--- src/rtl/mult_addsub_accumulator_pipe.sv ---
// rtl/mult_addsub_accumulator_pipe.sv - pipelined multiply add/sub/load accumulator with sticky overflow
// Optional SATURATE_EN macro clamps z_out on overflow instead of wrapping.
module mult_addsub_accumulator_pipe #(
  parameter int A_W       = 20,
  parameter int B_W       = 18,
  parameter int ACC_W     = A_W + B_W,
  parameter int SIGNED    = 0,
  parameter int MULT_PIPE = 1
) (
  input  logic             clk,
  input  logic             reset,
  input  logic [A_W-1:0]   a,
  input  logic [B_W-1:0]   b,
  input  logic             in_valid,
  input  logic [1:0]       op,
  input  logic             clear,
  output logic [ACC_W-1:0] z_out,
  output logic             out_valid,
  output logic             overflow
);

  localparam int P_W = A_W + B_W;
  localparam int X_W = ACC_W + 2;

  localparam logic [1:0] OP_ADD  = 2'b00;
  localparam logic [1:0] OP_SUB  = 2'b01;
  localparam logic [1:0] OP_LOAD = 2'b10;

  logic [A_W-1:0] a_r;
  logic [B_W-1:0] b_r;
  logic [1:0]     op_r;
  logic           v_r;

  always_ff @(posedge clk) begin
    a_r  <= a;
    b_r  <= b;
    op_r <= op;
    if (reset) v_r <= 1'b0;
    else       v_r <= in_valid;
  end

  // Operands are widened to the full product width first so that the low
  // P_W bits of the multiply are the exact product in either signedness.
  logic [P_W-1:0] a_x, b_x, prod;
  assign a_x  = (SIGNED != 0) ? {{B_W{a_r[A_W-1]}}, a_r} : {{B_W{1'b0}}, a_r};
  assign b_x  = (SIGNED != 0) ? {{A_W{b_r[B_W-1]}}, b_r} : {{A_W{1'b0}}, b_r};
  assign prod = a_x * b_x;

  logic [P_W-1:0]   p_q  [MULT_PIPE+1];
  logic [1:0]       op_q [MULT_PIPE+1];
  logic [MULT_PIPE:0] v_q;

  always_ff @(posedge clk) begin
    p_q[0]  <= prod;
    op_q[0] <= op_r;
    for (int i = 1; i <= MULT_PIPE; i++) begin
      p_q[i]  <= p_q[i-1];
      op_q[i] <= op_q[i-1];
    end
    if (reset) begin
      v_q <= '0;
    end else begin
      v_q[0] <= v_r;
      for (int i = 1; i <= MULT_PIPE; i++) v_q[i] <= v_q[i-1];
    end
  end

  logic [P_W-1:0]   p_fin;
  logic [1:0]       op_fin;
  logic             v_fin;
  logic [X_W-1:0]   p_e, z_e, res;
  logic [ACC_W-1:0] z_base, z_new;
  logic             ov_base, ovf;

  assign p_fin  = p_q[MULT_PIPE];
  assign op_fin = op_q[MULT_PIPE];
  assign v_fin  = v_q[MULT_PIPE];

  // clear takes effect before a coinciding beat is applied.
  assign z_base  = clear ? '0 : z_out;
  assign ov_base = clear ? 1'b0 : overflow;

  assign p_e = (SIGNED != 0) ? {{(X_W-P_W){p_fin[P_W-1]}}, p_fin}
                             : {{(X_W-P_W){1'b0}}, p_fin};
  assign z_e = (SIGNED != 0) ? {{2{z_base[ACC_W-1]}}, z_base}
                             : {2'b00, z_base};

  always_comb begin
    res = '0;
    case (op_fin)
      OP_ADD:  res = z_e + p_e;
      OP_SUB:  res = z_e - p_e;
      OP_LOAD: res = p_e;
      default: res = '0 - p_e;
    endcase
  end

  // Two guard bits hold the exact result; out of range when they disagree
  // with the representable span.
  assign ovf = (SIGNED != 0)
             ? !((&res[X_W-1:ACC_W-1]) || !(|res[X_W-1:ACC_W-1]))
             : (|res[X_W-1:ACC_W]);

`ifdef SATURATE_EN
  always_comb begin
    z_new = res[ACC_W-1:0];
    if (ovf) begin
      if (SIGNED != 0)
        z_new = res[X_W-1] ? {1'b1, {(ACC_W-1){1'b0}}} : {1'b0, {(ACC_W-1){1'b1}}};
      else
        z_new = res[X_W-1] ? '0 : '1;
    end
  end
`else
  assign z_new = res[ACC_W-1:0];
`endif

  always_ff @(posedge clk) begin
    if (reset) begin
      z_out     <= '0;
      out_valid <= 1'b0;
      overflow  <= 1'b0;
    end else begin
      out_valid <= v_fin;
      if (v_fin) begin
        z_out    <= z_new;
        overflow <= ov_base | ovf;
      end else if (clear) begin
        z_out    <= '0;
        overflow <= 1'b0;
      end
    end
  end

endmodule

--- config.mk ---
export PLATFORM = sky130hd
export DESIGN_NAME = mult_addsub_accumulator_pipe
export DESIGN_NICKNAME = d
export VERILOG_FILES = /design/src/rtl/mult_addsub_accumulator_pipe.sv
export SDC_FILE = /design/constraint.sdc
export NUM_CORES = 1
export LEC_CHECK = 0
export CAP_MARGIN = 15
export CORE_MARGIN = 3
export CORE_UTILIZATION = 45
export CTS_CLUSTER_SIZE = 20
export DETAILED_ROUTE_END_ITERATION = 16
export PLACE_DENSITY = 0.7
export SLEW_MARGIN = 0
export SYNTH_ARGS = -nofsm -noshare
export SYNTH_HDL_FRONTEND = slang
export SYNTH_SLANG_ARGS = --single-unit
--- constraint.sdc ---
create_clock -name clk -period 10.45 [get_ports clk]
set_clock_uncertainty 0.1 [all_clocks]
set_input_delay 2.09 -clock clk [delete_from_list [all_inputs] [get_ports clk]]
set_output_delay 2.09 -clock clk [all_outputs]
set_load 0.01 [all_outputs]
==> results.py, run 1 <==
metrics = {
    "route": {
        "drc": 0,
        "dr.pass1.iters": 9,
        "vias": 17100,
        "wl_per_cell_um": 18.5,
        "antenna_left": 0,
        "wirelength_um": 57400,
        "viasPerCell": 5.51,
        "drt_iter0_markers": 1511,
    },
    "logic_synthesis": {
        "synth.net_count": 3024,
        "syn_avg_cell_area_um2": 8.43,
        "ys_types": 70,
        "synth_top_area_cell": "fa_1",
        "async_flop_share_pct": 0,
        "synth_enable_flop_cells": 0,
        "synth-seq-cells": 163,
        "synthTopCellsByArea": "fa_1 (28%), dfxtp_1 (15%), ha_1 (11%), inv_1 (7.7%), and2_1 (4.9%)",
        "synthFlopType": "dfxtp_1",
        "synth_top_area_share_pct": 27.5,
        "seq_area_frac_synth_pct": 15.5,
        "synth_area_um2": 21100,
        "syn_inst": 2501,
        "synth_warnings": 0,
    },
    "outcome": {
        "outcome": "finished, final reports clean",
    },
    "cts": {
        "clk_latency_ns": 0.49,
        "ctsHoldBuffers": 0,
        "ctsResizeCount": 0,
        "cts_buffer_depth": 2,
        "cts_sinks": 163,
        "cts_root_buf": "clkbuf_16",
        "clkTransAtPathRegs_ns": 0.09,
        "cts_buffers": 17,
        "htreeDepth": 4,
        "cts_tree": "done",
        "cts_setup_buffers": 0,
    },
    "sta": {
        "max_freq_mhz": 137,
        "period_minus_slack_ns": 7.30,
        "fin_tns_setup_ns": 0,
        "fin_crit_sh_pct": 69.8,
        "slew_headroom_pct": 30.3,
        "hold_viol_final": 0,
        "worstMarginPinSlew_ns": 1.04,
        "final_max_slew_viol_count": 0,
        "rsz0062_at_grt": "no",
        "setup_viol": 0,
    },
    "critical_path": {
        "critPathLaunchType": "flop",
        "endpoint_kind": "flop",
        "critical_path_arrival_ns": 7.60,
        "required_ns": 10.76,
        "path_max_fanout": 18,
        "critPathKind": "flop to flop",
    },
    "placed_design": {
        "routabilityCongestion": 0.962,
        "port-buffer-count": 83,
        "hpwl_um": 44000,
        "dpl_cell_area_um2": 22300,
    },
    "die": {
        "dieWidth_um": 222,
        "die_area_um2": 49500,
        "coreArea_um2": 45900,
        "std_cell_rows": 78,
        "start_util_pct": 46.0,
        "ios": 84,
        "die_h_um": 222,
    },
    "power": {
        "finalPower_w": 0.00739,
        "p_per_area_nw_per_um2": 323,
        "ir_drop_uv": 315,
        "leakage_nw": 10.9,
    },
    "finish": {
        "diodes": 0,
        "layout.nets": 3007,
        "mostFrequentLayoutCell": "inv_1",
        "drive_above_1_share_pct": 2.44,
        "final_cell_mix": "inv_1 (430), fa_1 (290), nand2_1 (273)",
        "area_delta_synth_final_pct": 8.35,
        "final_cell_area_um2": 22800,
    },
    "worst_hold_path": {
        "holdCritPathClass": "flop to flop",
    },
    "grt": {
        "antenna_found_initial": 2,
        "grt_max_degree": 74,
        "globalRoute.totalOverflow": 0,
        "grt_pass1_vias": 17700,
        "grt_pass1_wl_um": 93100,
        "grt_usage_pct": 23.4,
    },
    "flow_run": {
        "drv_cap": 0,
    },
}
-- registers in the layout, indices dropped and copies added (netlist names) --
| signal | cells |
|---|---|
| b_r | 18 |
| p_q | 76 |
| z_out | 38 |
| out_valid | 1 |
| v_r | 1 |
| op_q | 4 |
| a_r | 20 |
| overflow | 1 |
| op_r | 2 |
| v_q | 2 |
-- final timing paths --
check	startpoint	end	slack [ns]	cells past startpoint
min reg2reg	p_q[0][21]	p_q[0][59]	0.22	0
min	p_q[0][21]	p_q[0][59]	0.22	0
max reg2reg	a_r[11]	p_q[0][37]	3.15	21
max	a_r[11]	p_q[0][37]	3.15	21
-- critical path, stage by stage, from the launching register on --
cell and delay [ns]:
dfxtp_1 0.84, nand2_1 0.18, fa_1 0.54, fa_1 0.51, fa_1 0.52, inv_1 0.06
fa_1 0.48, fa_1 0.49, inv_1 0.05, fa_1 0.47, inv_1 0.04, ha_1 0.35
a21o_1 0.21, a21o_1 0.18, a21oi_1 0.18, nand2_1 0.06, o21ai_0 0.53, o21ai_0 0.34
a311oi_1 0.53, o21ai_0 0.21, a21oi_1 0.20, xnor2_1 0.12
-- where the power goes --
| group | switching, W | leakage (nW) | total [W] | internal, W |
|---|---|---|---|---|
| Sequential | 0.000189 | 1.36 | 0.00106 | 0.000872 |
| Combinational | 0.00324 | 9.25 | 0.00567 | 0.00243 |
| Clock | 0.000298 | 0.292 | 0.000657 | 0.000359 |
-- layer usage --
metal,up-vias,wire (um),global-route usage (%)
met5,-,0,0
met4,0,1870,8.57
met3,136,4950,4.98
li1,7968,-,-
met1,8237,24600,31.5
met2,730,26000,37.5
-- per-stage QoR --
stage	worst slack [ns]	utilization, %	hold slack, ns	instances
floorplan	4.08	-	0.210	2501
global placement	3.32	48.5	0.210	3065
detailed placement	3.15	48.5	0.212	3065
CTS	3.12	49.8	0.227	3096
global route	2.72	49.8	0.231	3096
finish	3.15	49.8	0.222	3096
-- cells in the mapped netlist (all sizes together) (4+ instances only) --
cell     number
a41oi         5
o221ai        5
a21oi       126
a221o         4
or2           7
xnor2        88
buf           7
and3          4
and2        166
nor2        114
a211o         4
nand3        29
nor4         16
fa          290
o41ai        10
mux2i        10
nor3         35
a211oi       27
or4           9
o211ai       15
o31ai        19
nand2b       13
o21bai       18
or3           9
ha          189
inv         430
a221oi        9
dfxtp       163
o311ai        4
nand2       273
a21o         36
nand4        18
o21a          6
o22ai         6
clkbuf      120
a311oi        4
xor2         10
nor2b        55
a2111oi       6
a31oi        13
o21ai        93
-- kinds of logic after synthesis --
| kind of cell | share of synthesized area (%) |
|---|---|
| AO/OA/AOI/OAI | 13.5 |
| adder cells (fa/ha/maj) | 38.7 |
| flip-flops | 15.5 |
| multiplexers | 0.581 |
| AND/OR/NAND/NOR | 17.7 |
| buffers and inverters | 9.95 |
| XOR/XNOR | 4.07 |
-- cell type report --
| type | instances | area, um^2 |
|---|---|---|
| Multi-Input combinational cell | 1779 | 15700 |
| Sequential cell | 163 | 3260 |
| Timing Repair Buffer | 91 | 891 |
| Fill cell | 4370 | 23000 |
| Inverter | 432 | 1620 |
| Tap cell | 600 | 751 |
| Clock buffer | 17 | 425 |
| Clock inverter | 14 | 170 |
Power figures use the tool's default switching activity.
==> inputs of run 2 (changes only) <==
Clock period 10.45 ns to 7.6 ns, I/O delays scaled along.
==> results.py, run 2 (synthesized netlist as in run 1, its figures left out) <==
metrics = {
    "cts": {
        "cts_root_buf": "clkbuf_16",
        "cts_buffer_depth": 2,
        "cts_setup_buffers": 0,
        "ctsHoldBuffers": 0,
        "htreeDepth": 4,
        "clk_latency_ns": 0.48,
        "cts_buffers": 17,
        "cts_tree": "done",
        "ctsResizeCount": 0,
        "cts_sinks": 163,
        "clkTransAtPathRegs_ns": 0.08,
    },
    "placed_design": {
        "hpwl_um": 45000,
        "port-buffer-count": 83,
        "post-place-cells": 3086,
        "routabilityCongestion": 0.959,
    },
    "sta": {
        "setup_viol": 0,
        "final_max_slew_viol_count": 0,
        "worstMarginPinSlew_ns": 1.20,
        "hold_viol_final": 0,
        "fin_crit_sh_pct": 92.0,
        "slew_headroom_pct": 20.0,
        "rsz0062_at_grt": "no",
        "period_minus_slack_ns": 6.99,
        "max_freq_mhz": 143,
        "fin_tns_setup_ns": 0,
        "hold_ws_ns": 0.214,
    },
    "flow_run": {
        "drv_cap": 0,
    },
    "die": {
        "std_cell_rows": 78,
        "start_util_pct": 46.0,
        "die_h_um": 222,
        "die_area_um2": 49500,
        "dieWidth_um": 222,
        "coreArea_um2": 45900,
        "ios": 84,
    },
    "grt": {
        "grt_usage_pct": 23.9,
        "use_met1_pct": 32.2,
        "grt_max_degree": 58,
        "antenna_found_initial": 1,
        "grt_busiest_layer": "met2",
        "grt_use_met2_pct": 38.2,
        "globalRoute.totalOverflow": 0,
        "grt_pass1_vias": 17600,
        "grt_pass1_wl_um": 94500,
        "use_met3_pct": 5.44,
    },
    "finish": {
        "mostFrequentLayoutCell": "inv_1",
        "area_delta_synth_final_pct": 9.33,
        "stdcell_count": 3118,
        "nFillCells": 4372,
        "final_cell_mix": "inv_1 (430), fa_1 (290), nand2_1 (273)",
        "drive_above_1_share_pct": 3.26,
        "regArea_um2": 3260,
        "utilization_pct": 50.3,
        "largest_register": "p_q",
        "multi_input_area_um2": 15700,
        "diodes": 0,
        "layout.nets": 3028,
        "largest_registers": "p_q (76), z_out (38), a_r (20)",
        "largest_reg_flops": 76,
    },
    "critical_path": {
        "critical_path_arrival_ns": 7.23,
        "cp_common_cell": "fa_1",
        "critPathSlowestCell": "dfxtp_1",
        "critPathLaunchType": "flop",
        "cpLargestDelayFamily": "adder cells",
        "crit_buf_inv": 3,
        "cp_cell_sequence": "nand2_1 > fa_1 > fa_1 > fa_1 > fa_1 > inv_1 > fa_1 > inv_1 > fa_1 > inv_1 > ha_1 > a21oi_1 > nor2b_1 > o21ai_0 > a211o_1 > o211ai_1 > a221o_1 > nor2b_1 > o21ai_0 > o41ai_1 > xor2_1",
        "endpoint_kind": "flop",
        "required_ns": 7.84,
        "critPathKind": "flop to flop",
        "path_max_fanout": 20,
        "cp_slowest_stage_delay_ns": 0.82,
    },
    "route": {
        "dr.pass1.iters": 7,
        "antenna_left": 0,
        "vias": 17200,
        "drc": 0,
        "drt_iter0_markers": 1249,
        "wl_per_cell_um": 18.5,
        "wirelength_um": 57800,
        "viasPerCell": 5.50,
    },
    "outcome": {
        "outcome": "finished, final reports clean",
    },
    "power": {
        "leakage_nw": 11.0,
        "p_per_area_nw_per_um2": 449,
        "ir_drop_uv": 472,
        "finalPower_w": 0.0104,
    },
    "worst_hold_path": {
        "holdCritPathClass": "flop to flop",
    },
}
[run 2: final cells by class]
cell class / instances / area share, %
Sequential cell: 163 / 14.2
Clock buffer: 18 / 1.86
Inverter: 432 / 7.03
Tap cell: 600 / 3.26
Clock inverter: 14 / 0.928
Timing Repair Buffer: 112 / 4.55
Multi-Input combinational cell: 1779 / 68.2
[run 2: worst paths after layout]
check / startpoint / end / slack [ns] / depth (start not counted)
hold reg to reg: p_q[0][21] / p_q[0][59] / 0.21 / 0
setup / recovery: b_r[3] / p_q[0][36] / 0.61 / 21
setup reg to reg: b_r[3] / p_q[0][36] / 0.61 / 21
hold / removal: p_q[0][21] / p_q[0][59] / 0.21 / 0
[run 2: where the power goes]
part | internal, W | switching, W | total (W)
Clock | 0.000561 | 0.000413 | 0.000975
Sequential | 0.00120 | 0.000225 | 0.00142
Combinational | 0.00341 | 0.00455 | 0.00796
[run 2: per-stage QoR]
stage               worst slack [ns]  area, um^2
floorplan                       1.23       21100
global placement               0.808       22400
detailed placement             0.671       22400
CTS                            0.649       23100
global route                   0.226       23100
finish                         0.608       23100
[run 2: per-layer routing]
| metal | wire length, um | share of wire [%] |
|---|---|---|
| met4 | 1730 | 3.0 |
| met2 | 26500 | 46 |
| met5 | 0 | 0 |
| met3 | 4280 | 7.4 |
| met1 | 25300 | 44 |
